===== config.mk =====
export PLATFORM = sky130hd
export DESIGN_NAME = counter_ctrl
export DESIGN_NICKNAME = d
export VERILOG_FILES = /design/src/rtl/counter_ctrl.sv
export SDC_FILE = /design/constraint.sdc
export NUM_CORES = 1
export LEC_CHECK = 0
export ABC_AREA = 0
export ABC_CLOCK_PERIOD_IN_PS = 1750
export CAP_MARGIN = 0
export CORE_MARGIN = 8
export CORE_UTILIZATION = 48
export CTS_CLUSTER_SIZE = 28
export DETAILED_ROUTE_END_ITERATION = 6
export HOLD_SLACK_MARGIN = 0.02
export PLACE_DENSITY_LB_ADDON = 0.15
export SYNTH_ARGS = -nofsm -noshare
export SYNTH_HDL_FRONTEND = slang
export SYNTH_SLANG_ARGS = --single-unit

===== constraint.sdc =====
create_clock -name i_clk -period 1.75 [get_ports i_clk]
set_input_delay 0.2625 -clock i_clk [delete_from_list [all_inputs] [get_ports i_clk]]
set_output_delay 0.2625 -clock i_clk [all_outputs]
set_load 0.03 [all_outputs]

===== src/rtl/counter_ctrl.sv =====
// ---------------------------------------------------------------------------
// counter_ctrl
//
// Purpose:
//   Arbitrates two requesters for a shared 3-bit up/down counter and walks the
//   counter to the granted requester's target value one step at a time. After
//   each UP/DOWN pulse the controller waits SETTLE cycles before re-sampling
//   the fed-back count, then repeats until the count matches the target.
//
// Parameters:
//   SETTLE  (1..15, default 2)  cycles spent in WAIT after every step pulse
//
// Ports:
//   i_clk          sole clock, rising-edge
//   i_mr           synchronous active-high reset
//   i_req0/1       move requests from requester 0 / 1
//   i_tgt0/1[2:0]  target count per requester, captured at grant
//   i_co[2:0]      current count fed back from the counter
//   o_up/o_down    one-cycle step commands to the counter
//   o_gnt[1:0]     one-hot owner (bit0 = requester 0, bit1 = requester 1)
//   o_ack0/1       one-cycle completion pulses
//   o_busy         high whenever the controller is not idle
//   o_err          one-cycle timeout flag (only meaningful with the macro)
//
// Configuration:
//   COUNTER_CTRL_TIMEOUT_EN  when defined, a step counter aborts an operation
//                            that has not matched after 8 steps and pulses
//                            o_err together with the ack. When undefined,
//                            o_err is tied low and operations run until match.
// ---------------------------------------------------------------------------
module counter_ctrl #(
  parameter int SETTLE = 2
) (
  input  logic       i_clk,
  input  logic       i_mr,
  input  logic       i_req0,
  input  logic       i_req1,
  input  logic [2:0] i_tgt0,
  input  logic [2:0] i_tgt1,
  input  logic [2:0] i_co,
  output logic       o_up,
  output logic       o_down,
  output logic [1:0] o_gnt,
  output logic       o_ack0,
  output logic       o_ack1,
  output logic       o_busy,
  output logic       o_err
);

  typedef enum logic [2:0] {
    IDLE,
    CHECK,
    STEP,
    WAIT,
    DONE
  } state_t;

  localparam logic [3:0] W_SETTLE_M1 = 4'(SETTLE - 1);

  state_t     r_state;
  logic [2:0] r_target;
  logic [3:0] r_waitCnt;
  logic       r_prio;
  logic       r_up;
  logic       r_down;
  logic [1:0] r_gnt;
  logic       r_ack0;
  logic       r_ack1;
  logic       r_busy;

`ifdef COUNTER_CTRL_TIMEOUT_EN
  logic [3:0] r_stepCnt;
  logic       r_errPend;
  logic       r_err;
`endif

  logic w_anyReq;
  logic w_pick1;

  // Requester 1 wins when it is the only one asking, or when both ask and
  // the round-robin pointer favours it (r_prio = 1 means requester 1 next).
  assign w_anyReq = i_req0 | i_req1;
  assign w_pick1  = i_req1 & (~i_req0 | r_prio);

  // Single controller process. Pulse outputs (step commands, acks, error)
  // default low every cycle so they only stay high for the one cycle in
  // which a state explicitly raises them. The timeout reason is remembered
  // in r_errPend so the error can be emitted in the same cycle as the ack.
  always_ff @(posedge i_clk) begin
    if (i_mr) begin
      r_state   <= IDLE;
      r_target  <= 3'd0;
      r_waitCnt <= 4'd0;
      r_prio    <= 1'b0;
      r_up      <= 1'b0;
      r_down    <= 1'b0;
      r_gnt     <= 2'b00;
      r_ack0    <= 1'b0;
      r_ack1    <= 1'b0;
      r_busy    <= 1'b0;
`ifdef COUNTER_CTRL_TIMEOUT_EN
      r_stepCnt <= 4'd0;
      r_errPend <= 1'b0;
      r_err     <= 1'b0;
`endif
    end else begin
      r_up   <= 1'b0;
      r_down <= 1'b0;
      r_ack0 <= 1'b0;
      r_ack1 <= 1'b0;
`ifdef COUNTER_CTRL_TIMEOUT_EN
      r_err  <= 1'b0;
`endif
      case (r_state)
        IDLE: begin
          if (w_anyReq) begin
            r_state  <= CHECK;
            r_busy   <= 1'b1;
            r_gnt    <= w_pick1 ? 2'b10 : 2'b01;
            r_target <= w_pick1 ? i_tgt1 : i_tgt0;
`ifdef COUNTER_CTRL_TIMEOUT_EN
            r_stepCnt <= 4'd0;
            r_errPend <= 1'b0;
`endif
          end
        end

        CHECK: begin
          if (i_co == r_target) begin
            r_state <= DONE;
          end
`ifdef COUNTER_CTRL_TIMEOUT_EN
          else if (r_stepCnt >= 4'd8) begin
            r_state   <= DONE;
            r_errPend <= 1'b1;
          end
`endif
          else begin
            r_state <= STEP;
            if (i_co < r_target) begin
              r_up <= 1'b1;
            end else begin
              r_down <= 1'b1;
            end
          end
        end

        // The step command was raised on entry and drops by default here.
        STEP: begin
          r_state   <= WAIT;
          r_waitCnt <= W_SETTLE_M1;
`ifdef COUNTER_CTRL_TIMEOUT_EN
          r_stepCnt <= r_stepCnt + 4'd1;
`endif
        end

        WAIT: begin
          if (r_waitCnt == 4'd0) begin
            r_state <= CHECK;
          end else begin
            r_waitCnt <= r_waitCnt - 4'd1;
          end
        end

        // The requester just served loses priority on the next tie.
        DONE: begin
          r_state <= IDLE;
          r_ack0  <= r_gnt[0];
          r_ack1  <= r_gnt[1];
          r_prio  <= r_gnt[0];
          r_gnt   <= 2'b00;
          r_busy  <= 1'b0;
`ifdef COUNTER_CTRL_TIMEOUT_EN
          r_err   <= r_errPend;
`endif
        end

        default: begin
          r_state <= IDLE;
        end
      endcase
    end
  end

  assign o_up   = r_up;
  assign o_down = r_down;
  assign o_gnt  = r_gnt;
  assign o_ack0 = r_ack0;
  assign o_ack1 = r_ack1;
  assign o_busy = r_busy;

`ifdef COUNTER_CTRL_TIMEOUT_EN
  assign o_err = r_err;
`else
  assign o_err = 1'b0;
`endif

endmodule


==> impl_metrics.yaml, run 1 <==
worst_hold_path:
  min_path_cells: 2
  hold_class: "reg2reg"
power:
  seq_power_share: 0.472
  p_leak_uw: 0.000466
  p_int_uw: 694
  switching_share: 0.310
  p_switching_uw: 311
  comb_power_share: 0.328
  clkPwrFrac: 0.200
  peakVddDrop_mv: 0.500
  p_per_area_nw_per_um2: 851
timing:
  hold_viol: 0
  setup_tns_ps: 0
  slew_violations: 0
  period_needed_ps: 1620
  whs_ps: 497
  fin_crit_sh: 0.926
  rsz0062_at_grt: "false"
  max_freq_ghz: 0.617
  skew_ps: 2.97
  setup_viol: 0
clocking:
  cts_resized: 0
  cts_setup_buffers: 0
  clock_latency_ps: 290
  clock-root-buffer: "clkbuf_4"
  cts_hold_buf: 0
  cts_sinks: 18
  cts_tree: "yes"
  cts_buffers: 3
  h-tree-depth: 1
  clk_path_buf_depth: 2
  path_clk_slew_ps: 100
worst_setup_path:
  path_depth: 1
  crit_buf_inv: 1
  reg2reg_slack_ps: 280
  rr_startpoint: "r_waitCnt[0]$_SDFFE_PP0P_"
  end_kind: "output port"
  worstPathMaxFanout: 4
  critical_path.startpoint_type: "flop"
  critPathArrivalTime_ps: 1360
  crit_chain: "clkdlybuf4s50_1"
  r2r_end: "r_waitCnt[0]$_SDFFE_PP0P_"
  critPathTopFamily: "buffers and inverters"
  rr_worst_depth: 5
  cpMaxStageDelayCell: "clkdlybuf4s50_1"
  required_ps: 1490
  cp-endpoint: "o_gnt[0]"
  crit_path_start: "o_gnt[0]$_SDFFE_PP0P_"
  max_stage_delay_ps: 690
  path_class: "reg2out"
detailed_routing:
  ant_nets: 0
  post_drt_wl_per_cell_um: 12.1
  finalWirelength_um: 1910
  first_iter_violations: 54
  dr_total_vias: 817
  first_pass_iters: 7
  drc: 0
  viasPerCell: 5.20
placement:
  gp_congestion: 0.747
  port_buffers: 19
  dpl.hpwl_um: 1460
finish:
  layout-drive-gt1-share: 0.108
  antennaDiodeCount: 0
  syn2layout_area_growth_pct: 28.5
  final_cell_mix: "clkdlybuf4s50_1 (19), dfxtp_1 (18), inv_1 (11)"
  layout_commonest_cell: "clkdlybuf4s50_1"
  nets: 149
  fin_util: 0.627
  fillers: 180
synth:
  synth.distinct_cells: 37
  syn_area_um2: 918
  ys_ff_latch: 18
  syn_area_per_cell_um2: 8.58
  syn-num-nets: 124
  synth-async-reset-ratio: 0
  synthCells: 107
  yosys_most_used_dff: "dfxtp_1"
  ys_seq_area_frac: 0.392
  synth_warnings: 0
  synth-edff-count: 0
floorplan:
  core_um2: 1880
  die_y_um: 59.7
  die_area_um2: 3570
  placementRows: 16
  die_w_um: 59.7
  start_util: 0.488
  io_pins: 21
grt:
  grt_pass1_vias: 739
  grt_pass1_wl_um: 3210
  antenna_found_initial: 0
  grt.overflow.total: 0
  track_usage: 0.114
  grt_max_degree: 17
flow_run:
  cap_viol_max_count: 0
outcome:
  status: "finished clean"
sequential cells by signal, summed over array words and instances (netlist names):
signal and cells:
o_gnt 2, o_up 1, o_down 1, r_waitCnt 4, o_ack1 1, r_target 3, o_ack0 1, r_prio 1
r_state 3, o_busy 1
power groups by stage:
stage                     logic, uW  registers, uW  clock network [uW]
after detailed placement        329            484                   0
after global routing            367            480                 232
after floorplan                 194            510                   0
after CTS                       331            474                 217
after global placement          326            484                   0
final                           329            474                 201
routing by layer:
metal	vias up	wire length [um]	global-route usage
met3	2	131	0.0323
li1	424	-	-
met4	0	19	0.0408
met1	368	924	0.153
met5	-	0	0
met2	23	830	0.168
worst min-delay path by stage:
stage / slack (ps) / start / to
2_1_floorplan: 400 / i_tgt0[0] / r_target[0]$_SDFFE_PP0P_
3_3_place_gp: 460 / r_prio$_SDFFE_PP0P_ / r_prio$_SDFFE_PP0P_
3_5_place_dp: 480 / o_gnt[1]$_SDFFE_PP0P_ / o_gnt[1]$_SDFFE_PP0P_
4_1_cts: 500 / o_gnt[1]$_SDFFE_PP0P_ / o_gnt[1]$_SDFFE_PP0P_
5_1_grt: 520 / o_gnt[1]$_SDFFE_PP0P_ / o_ack1$_SDFF_PP0_
6_report: 500 / r_prio$_SDFFE_PP0P_ / r_prio$_SDFFE_PP0P_
cell usage after synthesis (all sizes together), types with 2 or more instances:
master	number	share of area
nand4b	2	0.019
nand4	2	0.014
a21oi	6	0.033
nor2b	4	0.027
nand2	6	0.025
and3	2	0.014
a21o	2	0.016
nand2b	5	0.034
nor3	5	0.027
o21a	2	0.016
dfxtp	18	0.39
nor2	4	0.016
o21ai	2	0.011
a222oi	2	0.022
nand3	4	0.022
ha	4	0.054
or3b	2	0.019
or3	2	0.019
inv	11	0.045
nor3b	3	0.025
buf	2	0.020
a211oi	2	0.016
clkbuf	3	0.012
area by class of cell:
class,count,area [um2],share of cell area
clock buffer,3,22.5,0.0191
inverter,11,41.3,0.0350
multi-input combinational,73,487,0.413
tap,27,33.8,0.0286
sequential,18,360,0.305
timing repair buffer,25,235,0.199
cells by family after synthesis:
| group | share of synthesized area |
|---|---|
| compound gates | 0.178 |
| flops | 0.392 |
| other cells | 0.00408 |
| simple gates | 0.293 |
| buf+inv | 0.0777 |
| fa+ha+maj | 0.0545 |
stage by stage:
step                      total power (uW)  cells  cell area (um2)  setup slack, ps
after floorplan                        704    107              918              267
after global placement                 810    154             1160              169
after detailed placement               813    154             1160              139
after CTS                             1020    157             1180              117
after global routing                  1080    157             1180             84.8
final                                 1000    157             1180              130
Note: power is estimated with default switching activity, not from simulation.
==> inputs of run 2 (changes only) <==
--- a/config.mk
+++ b/config.mk
@@ -12,7 +12,7 @@
 export CORE_UTILIZATION = 48
 export CTS_CLUSTER_SIZE = 28
 export DETAILED_ROUTE_END_ITERATION = 6
-export HOLD_SLACK_MARGIN = 0.02
+export HOLD_SLACK_MARGIN = 0.06
 export PLACE_DENSITY_LB_ADDON = 0.15
 export SYNTH_ARGS = -nofsm -noshare
 export SYNTH_HDL_FRONTEND = slang
==> results of run 2 <==
The final DEF is identical to that of run 1; final timing and power are the same.
